## config.mk

```make
export PLATFORM = sky130hd
export DESIGN_NAME = controle_rega
export DESIGN_NICKNAME = d
export VERILOG_FILES = /design/src/rtl/rega_pkg.sv /design/src/rtl/temporizador_mef.sv /design/src/rtl/controle_rega.sv
export SDC_FILE = /design/constraint.sdc
export NUM_CORES = 1
export LEC_CHECK = 0
export CAP_MARGIN = 20
export CORE_UTILIZATION = 54
export DETAILED_ROUTE_END_ITERATION = 6
export GPL_TIMING_DRIVEN = 1
export PLACE_DENSITY = 0.9
export SLEW_MARGIN = 30
export SYNTH_ARGS = -nofsm -noshare
export SYNTH_HDL_FRONTEND = slang
export SYNTH_SLANG_ARGS = --single-unit
```

## constraint.sdc

```tcl
create_clock -name clk -period 3.7 [get_ports clk]
set_input_delay 0.37 -clock clk [delete_from_list [all_inputs] [get_ports clk]]
set_output_delay 0.37 -clock clk [all_outputs]
set_load 0.005 [all_outputs]
```

## src/rtl/rega_pkg.sv

```systemverilog
// Shared types and state codes for the irrigation master controller.
package rega_pkg;

   typedef enum logic [2:0] {
      IDLE,
      ENCHE,
      REGA,
      LIMPA,
      FALHA
   } estado_t;

   localparam logic [1:0] MEF_IDLE  = 2'b00;
   localparam logic [1:0] MEF_ENCHE = 2'b01;
   localparam logic [1:0] MEF_LIMPA = 2'b10;
   localparam logic [1:0] MEF_REGA  = 2'b11;

   // FALHA reports as idle on mef1; the fault itself is visible on alarme.
   function automatic logic [1:0] mef_code(input estado_t st);
      case (st)
         ENCHE:   mef_code = MEF_ENCHE;
         REGA:    mef_code = MEF_REGA;
         LIMPA:   mef_code = MEF_LIMPA;
         default: mef_code = MEF_IDLE;
      endcase
   endfunction

endpackage

```

## src/rtl/temporizador_mef.sv

```systemverilog
// Loadable down counter with a zero flag; shared duration timer of the irrigation FSM.
module temporizador_mef #(
   parameter int CNT_W = 8
) (
   input  logic             clk,
   input  logic             reset,
   input  logic             load,
   input  logic [CNT_W-1:0] load_val,
   input  logic             en,
   output logic             zero
);

   logic [CNT_W-1:0] cnt_q;
   logic [CNT_W-1:0] cnt_d;

   // Saturates at zero: the owning state leaves on the edge that sees zero.
   always_comb begin
      cnt_d = cnt_q;
      if (load) begin
         cnt_d = load_val;
      end else if (en && (cnt_q != '0)) begin
         cnt_d = cnt_q - CNT_W'(1);
      end
   end

   always_ff @(posedge clk) begin
      if (reset) begin
         cnt_q <= '0;
      end else begin
         cnt_q <= cnt_d;
      end
   end

   assign zero = (cnt_q == '0);

endmodule

```

## src/rtl/controle_rega.sv

```systemverilog
// Irrigation master FSM: tank fill, timed irrigation, timed line cleaning, latched fault.
module controle_rega
   import rega_pkg::*;
#(
   parameter int CNT_W       = 8,
   parameter int T_REGA_ASP  = 8,
   parameter int T_REGA_GOT  = 16,
   parameter int T_LIMPEZA   = 4,
   parameter int T_ENCHE_MAX = 32
) (
   input  logic       clk,
   input  logic       reset,
   input  logic       umidade_baixa,
   input  logic       nivel_baixo,
   input  logic       nivel_alto,
   input  logic       modo,
   input  logic       erro_in,
   input  logic       reconhece,
   output logic [1:0] mef1,
   output logic       asp,
   output logic       got,
   output logic       VE,
   output logic       limpeza,
   output logic       alarme
);

   // A load of D-1 gives exactly D cycles in the loaded state.
   localparam logic [CNT_W-1:0] LD_ENCHE = CNT_W'(T_ENCHE_MAX - 1);
   localparam logic [CNT_W-1:0] LD_ASP   = CNT_W'(T_REGA_ASP - 1);
   localparam logic [CNT_W-1:0] LD_GOT   = CNT_W'(T_REGA_GOT - 1);
   localparam logic [CNT_W-1:0] LD_LIMPA = CNT_W'(T_LIMPEZA - 1);

   estado_t          state_q, state_d;
   logic             modo_q, modo_d;
   logic             cnt_load, cnt_en, cnt_zero;
   logic [CNT_W-1:0] cnt_load_val;

   temporizador_mef #(.CNT_W(CNT_W)) u_temporizador (
      .clk      (clk),
      .reset    (reset),
      .load     (cnt_load),
      .load_val (cnt_load_val),
      .en       (cnt_en),
      .zero     (cnt_zero)
   );

   always_ff @(posedge clk) begin
      if (reset) begin
         state_q <= IDLE;
         modo_q  <= 1'b0;
      end else begin
         state_q <= state_d;
         modo_q  <= modo_d;
      end
   end

   always_comb begin
      state_d      = state_q;
      modo_d       = modo_q;
      cnt_load     = 1'b0;
      cnt_load_val = '0;
      cnt_en       = 1'b0;
      if ((state_q != FALHA) && erro_in) begin
         state_d = FALHA;
      end else if (nivel_baixo && nivel_alto) begin
         state_d = FALHA;
      end else begin
         case (state_q)
            IDLE: begin
               if (nivel_baixo) begin
                  state_d      = ENCHE;
                  cnt_load     = 1'b1;
                  cnt_load_val = LD_ENCHE;
               end else if (umidade_baixa) begin
                  state_d      = REGA;
                  modo_d       = modo;
                  cnt_load     = 1'b1;
                  cnt_load_val = modo ? LD_ASP : LD_GOT;
               end
            end
            ENCHE: begin
               if (nivel_alto) begin
                  state_d = IDLE;
               end else if (cnt_zero) begin
                  state_d = FALHA;
               end else begin
                  cnt_en = 1'b1;
               end
            end
            REGA: begin
               if (cnt_zero || !umidade_baixa || nivel_baixo) begin
                  state_d      = LIMPA;
                  cnt_load     = 1'b1;
                  cnt_load_val = LD_LIMPA;
               end else begin
                  cnt_en = 1'b1;
               end
            end
            LIMPA: begin
               if (cnt_zero) begin
                  state_d = IDLE;
               end else begin
                  cnt_en = 1'b1;
               end
            end
            FALHA: begin
               if (reconhece && !erro_in) begin
                  state_d = IDLE;
               end
            end
            default: state_d = IDLE;
         endcase
      end
   end

   always_comb begin
      mef1    = mef_code(state_q);
      asp     = (state_q == REGA) &&  modo_q;
      got     = (state_q == REGA) && !modo_q;
      VE      = (state_q == ENCHE);
      limpeza = (state_q == LIMPA);
      alarme  = (state_q == FALHA);
   end

endmodule

```

==> results by group <==
Clocking
  • TritonCTS clock tree: done
  • Clk_lat worst skew: roughly 0.29 ns
  • H-tree Lvls: 1
  • Clock sink count: 12
  • # hold bufs at CTS: 0
  • CTS clk-pin slew, worst paths: roughly 0.080 ns
  • Max Buffers Root-to-Sink: 2
  • Total CTS buffers: 3
  • Post-CTS Setup Inserts: 0
  • CTS resizes: 0
  • CTS root buf: clkbuf_4

Critical path
  • Worst endpoint data arrival time: 2.72 ns
  • R2r endpoint: u_temporizador.cnt_q[2]
  • Worst Path Class, Setup: reg2reg
  • Crit path depth: 7
  • Crit path largest cell delay: ~0.60 ns
  • Critical Path End: u_temporizador.cnt_q[2]
  • CP Launch Type: register
  • R2R Path Start: u_temporizador.cnt_q[0]
  • R2R cell count: 7
  • Worst-path cell chain: inv_1 > ha_1 > or4b_4 > nor4_1 > nor2_1 > a211o_1 > and3_1
  • Req. time, crit path: around 3.9 ns
  • Crit path buffers/inverters: 1
  • Crit path max-delay family: simple AND/OR/NAND/NOR gates
  • Critical-path maximum fanout: 5
  • Reg-to-reg slack, setup: approximately 1.2 ns
  • Slowest stage cell, crit path: nor4_1
  • Worst setup EP type: register
  • Setup crit start: u_temporizador.cnt_q[0]

Min path
  • Worst hold path type: reg2reg
  • Hold Crit Depth: 2

Die
  • Starting Density: between 60 and 70%
  • Core area: 1380 um^2
  • Site row count: 13
  • Die area: approximately 1700 um^2
  • Ports: 15
  • DIE HEIGHT: 41.7 um
  • Die Wd: 41.7 um

Power
  • Net switching fraction of the power: between 30% and 40%
  • Comb pwr share: between 20% and 30%
  • Power Dens Cells: between 300 and 400 nW/um^2
  • Seq pwr share: 40.8%
  • Cell Int Power: 247 uW
  • Leakage power: approximately 0.4 nW
  • Clock Power Share: between 20% and 30%
  • Peak supply drop: 0.000214 V
  • NetSw: roughly 120 uW

Synthesis
  • Synth warnings: 0
  • Share of synthesized registers carrying an async set or reset: 0%
  • Post-synthesis cell type count: 41
  • Syn_area_per_cell: approximately 7.3 um^2
  • Top_reg_cell synth: dfxtp_1
  • Number of synthesized flops with an enable pin: 0
  • Syn Std Cell Area: 851 um^2
  • FF+latch count, synth: 12
  • Synth Instances: between 100 and 150
  • Post-synthesis sequential area ratio: about 28%
  • Syn_nets: approximately 130

STA
  • Max-slew headroom: about half
  • Worst hold margin: about 0.51 ns
  • Setup TNS: 0 ns
  • Final Hold Viols: 0
  • Fin crit share: about 70%
  • Final max-slew violation count: 0
  • RSZ-0062 raised after global routing: false
  • Peak Freq: 393 MHz
  • Least-Margin Pin Slew: 0.766 ns
  • Tmin final: between 2 and 3 ns
  • Final Setup Violations: 0
  • Skew final: 0.00349 ns

Drt
  • Vias/cell: around 6.2
  • DRC: 0
  • Via count: 893
  • Routed WL: between 2000 and 2500 um
  • WL/cell: approximately 15 um
  • DRT iter0 DRCs: 31
  • Antenna-violating nets left: 0
  • First-pass detailed-route iteration total: 4

Place
  • Port Buffers: 14
  • Placed instance count: roughly 140
  • Post-DP Area: between 900 and 1000 um^2
  • HPWL Detailed: between 1500 and 2000 um
  • GP Congestion: between 0.9 and 1

Layout
  • Final Non-Filler Cells: between 100 and 150
  • Post-route cell area: between 1000 and 1500 um^2
  • Layout cells sized above 1: 6.25%
  • Layout area overhead: 20.1%
  • Diodes inserted: 0
  • Reg area: 240 um^2
  • Filler Cells Inserted: 102
  • Area occupied by multi-input gates: roughly 560 um^2
  • Final nets: between 100 and 150

Global route
  • First-pass GRT wire length: between 3000 and 4000 um
  • Pin count of the biggest net entering global routing: 13
  • GRT Total Usage: between 20% and 30%
  • Initial antenna violation count: 0
  • GRT overflow: 0
  • Vias in the first global route: 898

Run status
  • Outcome: finished clean

Run
  • Maxcap violations: 0
[worst min-delay path: stages (launching register included)]
cell and delay, ns:
dfxtp_1 0.34, o21ai_0 0.08, a21oi_1 0.06
[cells in the final DEF, fill, tap and decap left out, types with 3 or more instances in the layout]
master	n
clkdlybuf4s50_1	14
nand3_1	7
nor2_1	15
inv_1	8
a21oi_1	6
clkbuf_4	3
xnor2_1	4
nand2_1	8
nor3_1	4
nor4_1	4
dfxtp_1	12
o21ai_0	5
[metal layers]
layer | up-vias | track usage [%] | share of wire (%)
met4 | 0 | 14.2 | 1.7
li1 | 442 | - | -
met5 | - | 0 | 0
met2 | 38 | 43.8 | 48
met3 | 5 | 5.22 | 6.6
met1 | 408 | 34.0 | 44
[power groups by stage]
stage                     registers (mW)  logic [mW]  clock network (mW)
final                              0.150       0.108               0.109
after global routing               0.152       0.119               0.113
after CTS                          0.149       0.106               0.108
after detailed placement           0.152       0.104                   0
after global placement             0.152       0.101                   0
after floorplan                    0.145      0.0807                   0
[cell families (layout without fill, tap and decap cells)]
kind of cell | after synthesis | in the layout | share of synthesized area [%]
buffers and inverters | 14 | 26 | 6.32
AOI/OAI and AO/OA | 26 | 26 | 20.7
xor gates and xnor gates | 6 | 6 | 6.18
and+or+nand+nor | 55 | 55 | 34.7
adders and majority gates | 1 | 1 | 1.47
muxes | 2 | 2 | 2.35
DFF | 12 | 12 | 28.2
[cell usage after synthesis, types with 2 or more instances]
master    instances  share of area (%)
and2_1            2                1.5
nor4_1            4                2.9
xor2_1            2                2.1
nand2_1           8                3.5
a21oi_1           6                3.5
xnor2_1           4                4.1
mux2i_1           2                2.4
nand2b_1          2                1.5
nor3_1            4                2.4
nor2b_1           2                1.5
o21ai_0           5                2.9
nand3_1           7                4.1
a211o_1           2                2.1
a31oi_1           2                1.5
clkbuf_1          4                1.8
a221oi_1          2                2.1
or4_1             2                1.8
nor2_1           15                6.6
dfxtp_1          12                 28
inv_1             8                3.5
[state kept, by name (all words and copies together) (netlist names)]
name,flops
u_temporizador.cnt_q,8
modo_q,1
state_q,3
[stage by stage]
| step | setup WS, ns | util, % | power (mW) |
|---|---|---|---|
| final | 1.16 | 73.9 | 0.367 |
| after detailed placement | 1.21 | 71.3 | 0.256 |
| after global routing | 0.991 | 73.9 | 0.384 |
| after floorplan | 1.36 | - | 0.225 |
| after global placement | 1.25 | 71.3 | 0.253 |
| after CTS | 1.20 | 73.9 | 0.363 |
[worst min-delay path by stage]
stage | endpoint | startpoint | slack, ns
2_1_floorplan | u_temporizador.cnt_q[4] | u_temporizador.cnt_q[4] | 0.47
3_3_place_gp | u_temporizador.cnt_q[4] | u_temporizador.cnt_q[4] | 0.50
3_5_place_dp | u_temporizador.cnt_q[4] | u_temporizador.cnt_q[4] | 0.50
4_1_cts | u_temporizador.cnt_q[4] | u_temporizador.cnt_q[4] | 0.51
5_1_grt | u_temporizador.cnt_q[4] | u_temporizador.cnt_q[4] | 0.56
6_report | u_temporizador.cnt_q[4] | u_temporizador.cnt_q[4] | 0.51
[cell type report]
| type | count | share of cell area [%] |
|---|---|---|
| Clock buffer | 4 | 3.55 |
| Inverter | 8 | 2.94 |
| Multi-Input combinational cell | 90 | 54.5 |
| Sequential cell | 12 | 23.5 |
| Tap cell | 15 | 1.84 |
| Timing Repair Buffer | 14 | 13.7 |
Note: power is estimated with default switching activity, not from simulation.
==> patch, RTL diff (same settings) <==
Make the reset (`reset`) asynchronous in 2 clocked blocks.
--- a/src/rtl/temporizador_mef.sv
+++ b/src/rtl/temporizador_mef.sv
@@ -23,7 +23,7 @@
       end
    end
 
-   always_ff @(posedge clk) begin
+   always_ff @(posedge clk or posedge reset) begin
       if (reset) begin
          cnt_q <= '0;
       end else begin
--- a/src/rtl/controle_rega.sv
+++ b/src/rtl/controle_rega.sv
@@ -44,7 +44,7 @@
       .zero     (cnt_zero)
    );
 
-   always_ff @(posedge clk) begin
+   always_ff @(posedge clk or posedge reset) begin
       if (reset) begin
          state_q <= IDLE;
          modo_q  <= 1'b0;
Check against the original RTL: differs if reset is asserted again (counterexample within 4 cycles, from zero or initial values and one cycle with reset high); with reset held inactive, the same outputs for 10 cycles.
==> patch against the unedited design <==
Utilization rose by 0.36 points. Worst setup slack better by 270 ps. Routed wire length shrank 14%. Register-to-register slack better by 380 ps. Design area grew 0.49%. Sequential cell count unchanged. Area after synthesis is 0.44% higher. Total power grew 44%. Combinational power grew 83%. Largest cell class unchanged.
==> patch: results (changes against the unedited design) <==
| Metric | Value |
|---|---|
| Worst-case vdd ir drop | `0.328 mV (was 0.214 mV)` |
| Complex-gate fraction of the synthesized area | `23.1% (was 20.7%)` |
| Vias per inst | `6.23 (was 6.24)` |
| Synthesized-area fraction occupied by adder cells | `1.46% (was 1.47%)` |
| Met3 Usage GRT | `7.83% (was 5.22%)` |
| Mapped Cells | `96 (was 116)` |
| Combinational share of power | `37.5% (was 29.4%)` |
| Largest net degree at the start of global routing | `13 (unchanged)` |
| Routed wl met2 | `840 µm (was 1.01 mm)` |
| All-Layer GR Usage | `21.8% (was 27.2%)` |
| Layout cells sized above 1 | `9.09% (was 6.25%)` |
| Comb pwr | `0.198 mW (was 0.108 mW)` |
| Slew HR | `59.8% (was 48.4%)` |
| Initial Util | `61.8% (was 61.5%)` |
| Clock skew | `12.7 ps (was 3.49 ps)` |
| Number of global-route vias before repair | `692 (was 898)` |
| Asr flop ratio synth | `100% (was 0%)` |
| Area contributors post-synth | `dfrtp_1 35%, xnor2_1 5.1%, and2_1 3.7% (was dfxtp_1 28%, nor2_1 6.6%, nand3_1 4.1%)` |
| Uppermost layer routed | `met3 (was met4)` |
| M1 wire length | `888 µm (was 934 µm)` |
| GP Congestion | `0.809 (was 0.943)` |
| Post-CTS Setup Repair Bufs | `0 (unchanged)` |
| Seq/Total Area, Yosys | `35.1% (was 28.2%)` |
| Synth Flop Type | `dfrtp_1 (was dfxtp_1)` |
| Final std cells w/o fill | `125 (was 143)` |
| Net count after synthesis | `105 (was 125)` |
| Routing usage on met2 | `32.5% (was 43.8%)` |
| Xor and xnor area share after synthesis | `6.15% (was 6.18%)` |
| Number of DRC markers in iteration 0 | `23 (was 31)` |
| Met3 Wirelength | `89 µm (was 139 µm)` |
| Crit-path max cell delay | `540 ps (was 600 ps)` |
| Global-route wire length before repair | `2.97 mm (was 3.72 mm)` |
| Total Wirelength | `1.82 mm (was 2.12 mm)` |
| Placed insts | `121 (was 139)` |
| Crit-path max FO | `11 (was 5)` |
| Met1 GRT Util | `31.4% (was 34.0%)` |
| CP arrival | `1900 ps (was 2720 ps)` |
| Clk pwr share | `20.4% (was 29.7%)` |
| Post-DP HPWL | `1.39 mm (was 1.51 mm)` |
| Status | `completed (unchanged)` |
| Reg2Reg Depth | `6 (was 7)` |
| # fillers | `107 (was 102)` |
| Hold Crit Class | `input pin to async pin (was flip-flop to flip-flop)` |
| Root buf cell | `clkbuf_4 (unchanged)` |
| Slowest CP cell | `dfrtp_1 (was nor4_1)` |
| Leakage power | `0.407 nW (was 0.403 nW)` |
| Sw Share | `37.7% (was 32.6%)` |
| Mux share of post-synthesis cell area | `1.32% (was 2.35%)` |
| Regs by FF count | `u_temporizador.cnt_q: 8 flops, state_q: 3 flops, modo_q: 1 flops (unchanged)` |
| Synth cell count leaders | `12 x dfrtp_1, 8 x nand2_1, 7 x inv_1 (was 15 x nor2_1, 12 x dfxtp_1, 8 x inv_1, 8 x nand2_1, 7 x nand3_1)` |
| Port Buffers | `14 (unchanged)` |
patch: cell types whose count changed after synthesis, sizes merged, moves of 3 or more:
cell,delta
nand3,-4
o31ai,+4
and2,+4
dfxtp,-12
nor2,-9
dfrtp,+12
a21oi,-4
nor4,-3
patch: worst paths after layout:
| kind | start | endpoint | slack, ps |
|---|---|---|---|
| worst max-delay path | state_q[1]$_DFFE_PP0P_ | got | 1430 |
| worst min-delay path | reset | state_q[0]$_DFFE_PP0P_ | 380 |
| worst max register to register | u_temporizador.cnt_q[0]$_DFFE_PP0P_ | state_q[1]$_DFFE_PP0P_ | 1540 |
| worst min register to register | u_temporizador.cnt_q[1]$_DFFE_PP0P_ | u_temporizador.cnt_q[1]$_DFFE_PP0P_ | 550 |
| max in group asynchronous | reset | u_temporizador.cnt_q[6]$_DFFE_PP0P_ | 3010 |
| min in group clk | u_temporizador.cnt_q[1]$_DFFE_PP0P_ | u_temporizador.cnt_q[1]$_DFFE_PP0P_ | 550 |
patch: area by class of cell:
type | instances | area (µm²) | share of cell area (%)
Timing Repair Buffer | 14 | 140 | 13.6
Sequential cell | 12 | 300 | 29.2
Inverter | 7 | 26.3 | 2.56
Tap cell | 15 | 18.8 | 1.83
Multi-Input combinational cell | 73 | 505 | 49.2
Clock buffer | 4 | 36.3 | 3.53
patch: through the flow:
stage / worst slack, ps / cell area (µm²) / hold slack, ps / util, %
after floorplan: 1690 / 855 / 235 / -
after global placement: 1320 / 991 / 513 / 71.7
after CTS: 1420 / 1030 / 397 / 74.3
final: 1430 / 1030 / 376 / 74.3
after detailed placement: 1290 / 991 / 525 / 71.7
after global routing: 1300 / 1030 / 455 / 74.3
